`config.mk`:
```
export PLATFORM = sky130hd
export DESIGN_NAME = pla_sop_eval_seq
export DESIGN_NICKNAME = d
export VERILOG_FILES = /design/src/rtl/pla_sop_eval_seq.sv
export SDC_FILE = /design/constraint.sdc
export NUM_CORES = 1
export LEC_CHECK = 0
export CAP_MARGIN = 10
export CORE_MARGIN = 2
export CORE_UTILIZATION = 45
export CTS_CLUSTER_DIAMETER = 80
export DETAILED_ROUTE_END_ITERATION = 10
export GPL_ROUTABILITY_DRIVEN = 1
export PLACE_DENSITY_LB_ADDON = 0.15
export SETUP_SLACK_MARGIN = 0.5
export SLEW_MARGIN = 20
export SYNTH_ARGS = -nofsm -noshare
export SYNTH_HDL_FRONTEND = slang
export SYNTH_SLANG_ARGS = --single-unit
```
`constraint.sdc`:
```
create_clock -name clk -period 4 [get_ports clk]
set_input_delay 0.8 -clock clk [delete_from_list [all_inputs] [get_ports clk]]
set_output_delay 0.8 -clock clk [all_outputs]
set_load 0.02 [all_outputs]
```
`src/rtl/pla_sop_eval_seq.sv`:
```
// pla_sop_eval_seq
// Runtime-programmable single-output sum-of-products evaluator. A query vector
// is latched, then the cube table is scanned LANES cubes per cycle, lowest
// group first, stopping at the first group that contains a hit. The result
// is held until the consumer takes it. Table and polarity writes are only
// honoured while idle so a query never sees its table change mid-scan.
module pla_sop_eval_seq #(
    parameter int N_IN    = 8,
    parameter int N_CUBES = 16,
    parameter int LANES   = 4,
    localparam int IDX_W  = $clog2(N_CUBES)
) (
    input  logic             clk,
    input  logic             rst,
    input  logic             cfg_we,
    input  logic [IDX_W-1:0] cfg_addr,
    input  logic [N_IN-1:0]  cfg_care,
    input  logic [N_IN-1:0]  cfg_val,
    input  logic             cfg_en,
    input  logic             cfg_pol_we,
    input  logic [N_IN-1:0]  cfg_in_pol,
    input  logic             cfg_out_inv,
    output logic             cfg_err,
    input  logic             in_valid,
    output logic             in_ready,
    input  logic [N_IN-1:0]  in_x,
    output logic             out_valid,
    input  logic             out_ready,
    output logic             out_y,
    output logic             out_hit,
    output logic [IDX_W-1:0] out_hit_idx,
    output logic             busy
);

    localparam int G  = N_CUBES / LANES;
    localparam int GW = (G > 1) ? $clog2(G) : 1;

    typedef enum logic [1:0] {
        IDLE,
        SCAN,
        DONE
    } state_e;

    state_e           stateQ, stateD;
    logic [N_IN-1:0]  xQ, xD;
    logic [GW-1:0]    grpQ, grpD;
    logic             hitQ, hitD;
    logic [IDX_W-1:0] hitIdxQ, hitIdxD;
    logic             cfgErrQ;

    logic [N_IN-1:0]  careQ [N_CUBES];
    logic [N_IN-1:0]  valQ  [N_CUBES];
    logic [N_CUBES-1:0] enQ;
    logic [N_IN-1:0]  inPolQ;
    logic             outInvQ;

    logic             isIdle;
    logic             addrOk;
    logic             cubeWrOk;
    logic             polWrOk;
    logic [N_CUBES-1:0] cubeHit;
    logic             groupHit;
    logic [IDX_W-1:0] firstIdx;

    // The address check only matters when the table depth is not a power of two.
    assign isIdle   = (stateQ == IDLE);
    assign addrOk   = ({1'b0, cfg_addr} < (IDX_W + 1)'(N_CUBES));
    assign cubeWrOk = cfg_we && isIdle && addrOk;
    assign polWrOk  = cfg_pol_we && isIdle;

    // Cube table and polarity registers; rejected writes leave them untouched.
    always_ff @(posedge clk) begin
        if (rst) begin
            for (int c = 0; c < N_CUBES; c++) begin
                careQ[c] <= '0;
                valQ[c]  <= '0;
            end
            enQ     <= '0;
            inPolQ  <= '0;
            outInvQ <= 1'b0;
        end else begin
            if (cubeWrOk) begin
                careQ[cfg_addr] <= cfg_care;
                valQ[cfg_addr]  <= cfg_val;
                enQ[cfg_addr]   <= cfg_en;
            end
            if (polWrOk) begin
                inPolQ  <= cfg_in_pol;
                outInvQ <= cfg_out_inv;
            end
        end
    end

    // One-cycle error pulse for any write that arrives while busy or out of range.
    always_ff @(posedge clk) begin
        if (rst) begin
            cfgErrQ <= 1'b0;
        end else begin
            cfgErrQ <= (cfg_we && !(isIdle && addrOk)) || (cfg_pol_we && !isIdle);
        end
    end

    // Match every cube against the latched, polarity-adjusted query vector.
    always_comb begin
        cubeHit = '0;
        for (int c = 0; c < N_CUBES; c++) begin
            cubeHit[c] = enQ[c] &&
                         ((((xQ ^ inPolQ) & careQ[c])) == (valQ[c] & careQ[c]));
        end
    end

    // Restrict to the current scan group and pick its lowest hitting index.
    always_comb begin
        groupHit = 1'b0;
        firstIdx = '0;
        for (int c = N_CUBES - 1; c >= 0; c--) begin
            if (cubeHit[c] && (GW'(c / LANES) == grpQ)) begin
                groupHit = 1'b1;
                firstIdx = IDX_W'(c);
            end
        end
    end

    // Next-state logic for the accept / scan / hold-result sequence.
    always_comb begin
        stateD  = stateQ;
        xD      = xQ;
        grpD    = grpQ;
        hitD    = hitQ;
        hitIdxD = hitIdxQ;
        case (stateQ)
            IDLE: begin
                if (in_valid) begin
                    xD     = in_x;
                    grpD   = '0;
                    stateD = SCAN;
                end
            end
            SCAN: begin
                if (groupHit) begin
                    hitD    = 1'b1;
                    hitIdxD = firstIdx;
                    stateD  = DONE;
                end else if (grpQ == GW'(G - 1)) begin
                    hitD    = 1'b0;
                    hitIdxD = '0;
                    stateD  = DONE;
                end else begin
                    grpD = grpQ + GW'(1);
                end
            end
            DONE: begin
                if (out_ready) begin
                    stateD = IDLE;
                end
            end
            default: begin
                stateD = IDLE;
            end
        endcase
    end

    // State and datapath registers; reset aborts any query in flight.
    always_ff @(posedge clk) begin
        if (rst) begin
            stateQ  <= IDLE;
            xQ      <= '0;
            grpQ    <= '0;
            hitQ    <= 1'b0;
            hitIdxQ <= '0;
        end else begin
            stateQ  <= stateD;
            xQ      <= xD;
            grpQ    <= grpD;
            hitQ    <= hitD;
            hitIdxQ <= hitIdxD;
        end
    end

    assign in_ready    = isIdle;
    assign busy        = !isIdle;
    assign out_valid   = (stateQ == DONE);
    assign out_hit     = hitQ;
    assign out_hit_idx = hitIdxQ;
    assign out_y       = hitQ ^ outInvQ;
    assign cfg_err     = cfgErrQ;

endmodule
```
==> impl_metrics.toml <==
[status]
status = "completed"

[die]
ioPinCount = 54
die_h_um = 183.9
start_util = 0.4591
die-area_um2 = 33810
die_x_um = 183.9
num_rows = 65
core_um2 = 31720

[sta]
fin_setup_tns_ps = 0
slew_viol_final = 0
setup_violations = 0
finalCritPeriodShare = 0.8093
worst_pin_slew_ps = 1140
rsz0062_at_grt = "no"
final.min_clock_period_ps = 3237
fmax_mhz = 308.9
skew_ps = 18.68
slew_headroom = 0.2378
hold_viol_final = 0

[worst_setup_path]
crit_path_start_kind = "flop"
arrival_ps = 3620
startpoint = "xQ[5]"
r2r_slack_ps = 760
ff2ff_path_depth = 9
critPathMaxFanout = 14
crit_type = "flop to flop"
endpoint = "out_hit_idx[0]"
worstReg2RegStart = "xQ[5]"
critPathCaptureType = "flop"
required_ps = 4380
r2r_end = "out_hit_idx[0]"

[synthesis]
synth_top_family_by_area = "simple AND/OR/NAND/NOR gates"
syn_area_per_cell_um2 = 13.24
synth_xor_area_frac = 0.1254
ys_async_sr_fraction = 0
ys_seq_area_frac = 0.5871
synth-main-ff-cell = "edfxtp_1"
synth_seq_cells = 299
synth.cell_area_um2 = 14560
syn_nets = 1148
synth-adder-area-share = 0.003437
synth-simple-area-share = 0.1759
postSynthCellCount = 1100
synth_warnings = 0
synth_compound_area_frac = 0.07038
synth-edff-count = 256
ys_types = 71
synth.mux.area_fraction = 0.008937

[cts]
htreeDepth = 2
clk_latency_ps = 510
clock_sinks = 299
cts_root_buffer = "clkbuf_16"
cts_tree = "done"
clk_pin_slew_worst_paths_ps = 60
cts_buffer_depth = 3
cts-resized-gates = 0
cts_buffers = 35
cts_setup_buffers = 0
hold_buffers = 0

[placement]
numPortBuffers = 53
gp_congestion = 0.8631
dp_hpwl_um = 24030
post_dp_cell_area_um2 = 15560

[hold_path]
hold_path.class = "flop to flop"

[grt]
grt.total_usage = 0.2302
grt_pass1_vias = 8439
overflow = 0
antenna_found_initial = 2
grt_pass1_wl_um = 55950
grt_max_degree = 37

[power]
clkPwrFrac = 0.431
p_sw_frac = 0.2290
power.switching_w = 0.001783
p_per_area_nw_per_um2 = 463.8
leakagePower_nw = 6.265
vdd_drop_max_mv = 0.2569
pwr-share-comb = 0.109
pwr-share-seq = 0.460
intPower_w = 0.006002

[routing]
final_antenna_net_count = 0
routed_wl_um = 37890
vias = 8595
viasPerCell = 5.412
drt_pass1_iterations = 5
routedWlPerCell_um = 23.86
drc = 0
drt_iter0_markers = 771

[final_layout]
syn2layout_area_growth_pct = 15.29
drive_above_1_share = 0.1130
diodes = 0
nets = 1208
final_cell_mix = "and2_1, edfxtp_1, nand2_1"
final_common_cell = "and2_1"
final_cell_area_um2 = 16790

[flow_run]
maxCapViolCount = 0
## synthesized netlist by cell type, drive strengths merged, types with 3 or more instances
library cell / number / area share
o21ai: 18 / 0.0062
mux2i: 7 / 0.0048
ha: 4 / 0.0034
and2: 263 / 0.11
or3: 3 / 0.0013
a21o: 14 / 0.0072
nor4: 6 / 0.0039
nor4b: 4 / 0.0034
mux2: 5 / 0.0041
o2111ai: 3 / 0.0018
edfxtp: 256 / 0.53
clkbuf: 46 / 0.012
a211oi: 3 / 0.0019
a222oi: 4 / 0.0027
xnor2: 79 / 0.055
xor2: 8 / 0.0048
buf: 18 / 0.010
a22o: 13 / 0.0079
a31o: 5 / 0.0030
nand2b: 17 / 0.0075
nor2: 27 / 0.0070
inv: 27 / 0.0070
nor3: 8 / 0.0035
a221o: 11 / 0.0077
nor2b: 6 / 0.0031
a22oi: 13 / 0.0067
a2111oi: 3 / 0.0040
a21oi: 26 / 0.0089
xor3: 40 / 0.066
o211ai: 3 / 0.0015
nor3b: 4 / 0.0024
dfxtp: 43 / 0.059
a221oi: 6 / 0.0036
and4: 3 / 0.0018
nand2: 85 / 0.022
## worst max-delay path, cell delays in order (launching register included)
cell and delay, ps:
dfxtp_1 510, xnor2_4 150, buf_4 410, xnor2_1 110
a221o_1 390, nor4b_1 720, nor4_2 210, nand4_4 200
nor4b_1 70, a311o_1 330
## cell families (layout without fill, tap and decap cells)
logic type | Yosys count | count (layout)
buffers and inverters | 91 | 177
multiplexers | 12 | 12
flip-flops | 299 | 299
XOR/XNOR | 127 | 127
adder cells (fa/ha/maj) | 4 | 4
AND/OR/NAND/NOR | 436 | 436
AO/OA/AOI/OAI | 131 | 131
## per-layer routing
| layer | up-vias | routed length [µm] | track usage |
|---|---|---|---|
| met5 | - | 0 | 0 |
| met4 | 0 | 947 | 0.05984 |
| met3 | 57 | 2524 | 0.02734 |
| met2 | 304 | 17430 | 0.3675 |
| met1 | 4251 | 16990 | 0.3349 |
| li1 | 3983 | - | - |
## power groups by stage
stage | logic (W) | registers (W) | clock network [W]
floorplan | 0.000567 | 0.00361 | 0
global placement | 0.000848 | 0.00364 | 0
detailed placement | 0.000848 | 0.00365 | 0
CTS | 0.000853 | 0.00358 | 0.00340
global route | 0.000898 | 0.00359 | 0.00352
finish | 0.000847 | 0.00358 | 0.00336
## registers in the layout, summed over array words and instances, names as in the netlist, 2 cells and up
| signal | flops |
|---|---|
| xQ | 8 |
| grpQ | 2 |
| valQ | 128 |
| careQ | 128 |
| enQ | 16 |
| inPolQ | 8 |
| stateQ | 2 |
| out_hit_idx | 4 |
## final cells by class
class                           count  area, µm²
Multi-Input combinational cell    710       5618
Fill cell                        2709      14930
Clock inverter                     15      195.2
Tap cell                          402      503.0
Clock buffer                       48       1027
Inverter                           27      101.3
Sequential cell                   299       8548
Timing Repair Buffer               87      793.3
## per-stage QoR
stage / worst slack, ps / hold WS (ps) / cells / utilization / total power (W)
2_1_floorplan: 1270 / 434.6 / 1100 / - / 0.004178
3_3_place_gp: 740.0 / 455.2 / 1525 / 0.4907 / 0.004490
3_5_place_dp: 726.5 / 459.2 / 1525 / 0.4907 / 0.004494
4_1_cts: 707.0 / 470.8 / 1588 / 0.5292 / 0.007832
5_1_grt: 547.6 / 489.2 / 1588 / 0.5292 / 0.008012
6_report: 762.9 / 466.3 / 1588 / 0.5292 / 0.007785
## worst min path at each step
stage / from / to / cells past startpoint
floorplan: enQ[6] / enQ[6] / 2
finish: enQ[11] / enQ[11] / 2
global route: enQ[2] / enQ[2] / 2
detailed placement: enQ[2] / enQ[2] / 2
global placement: outInvQ / outInvQ / 2
CTS: enQ[14] / enQ[14] / 2
No activity file was read; power rests on OpenSTA's default activity.
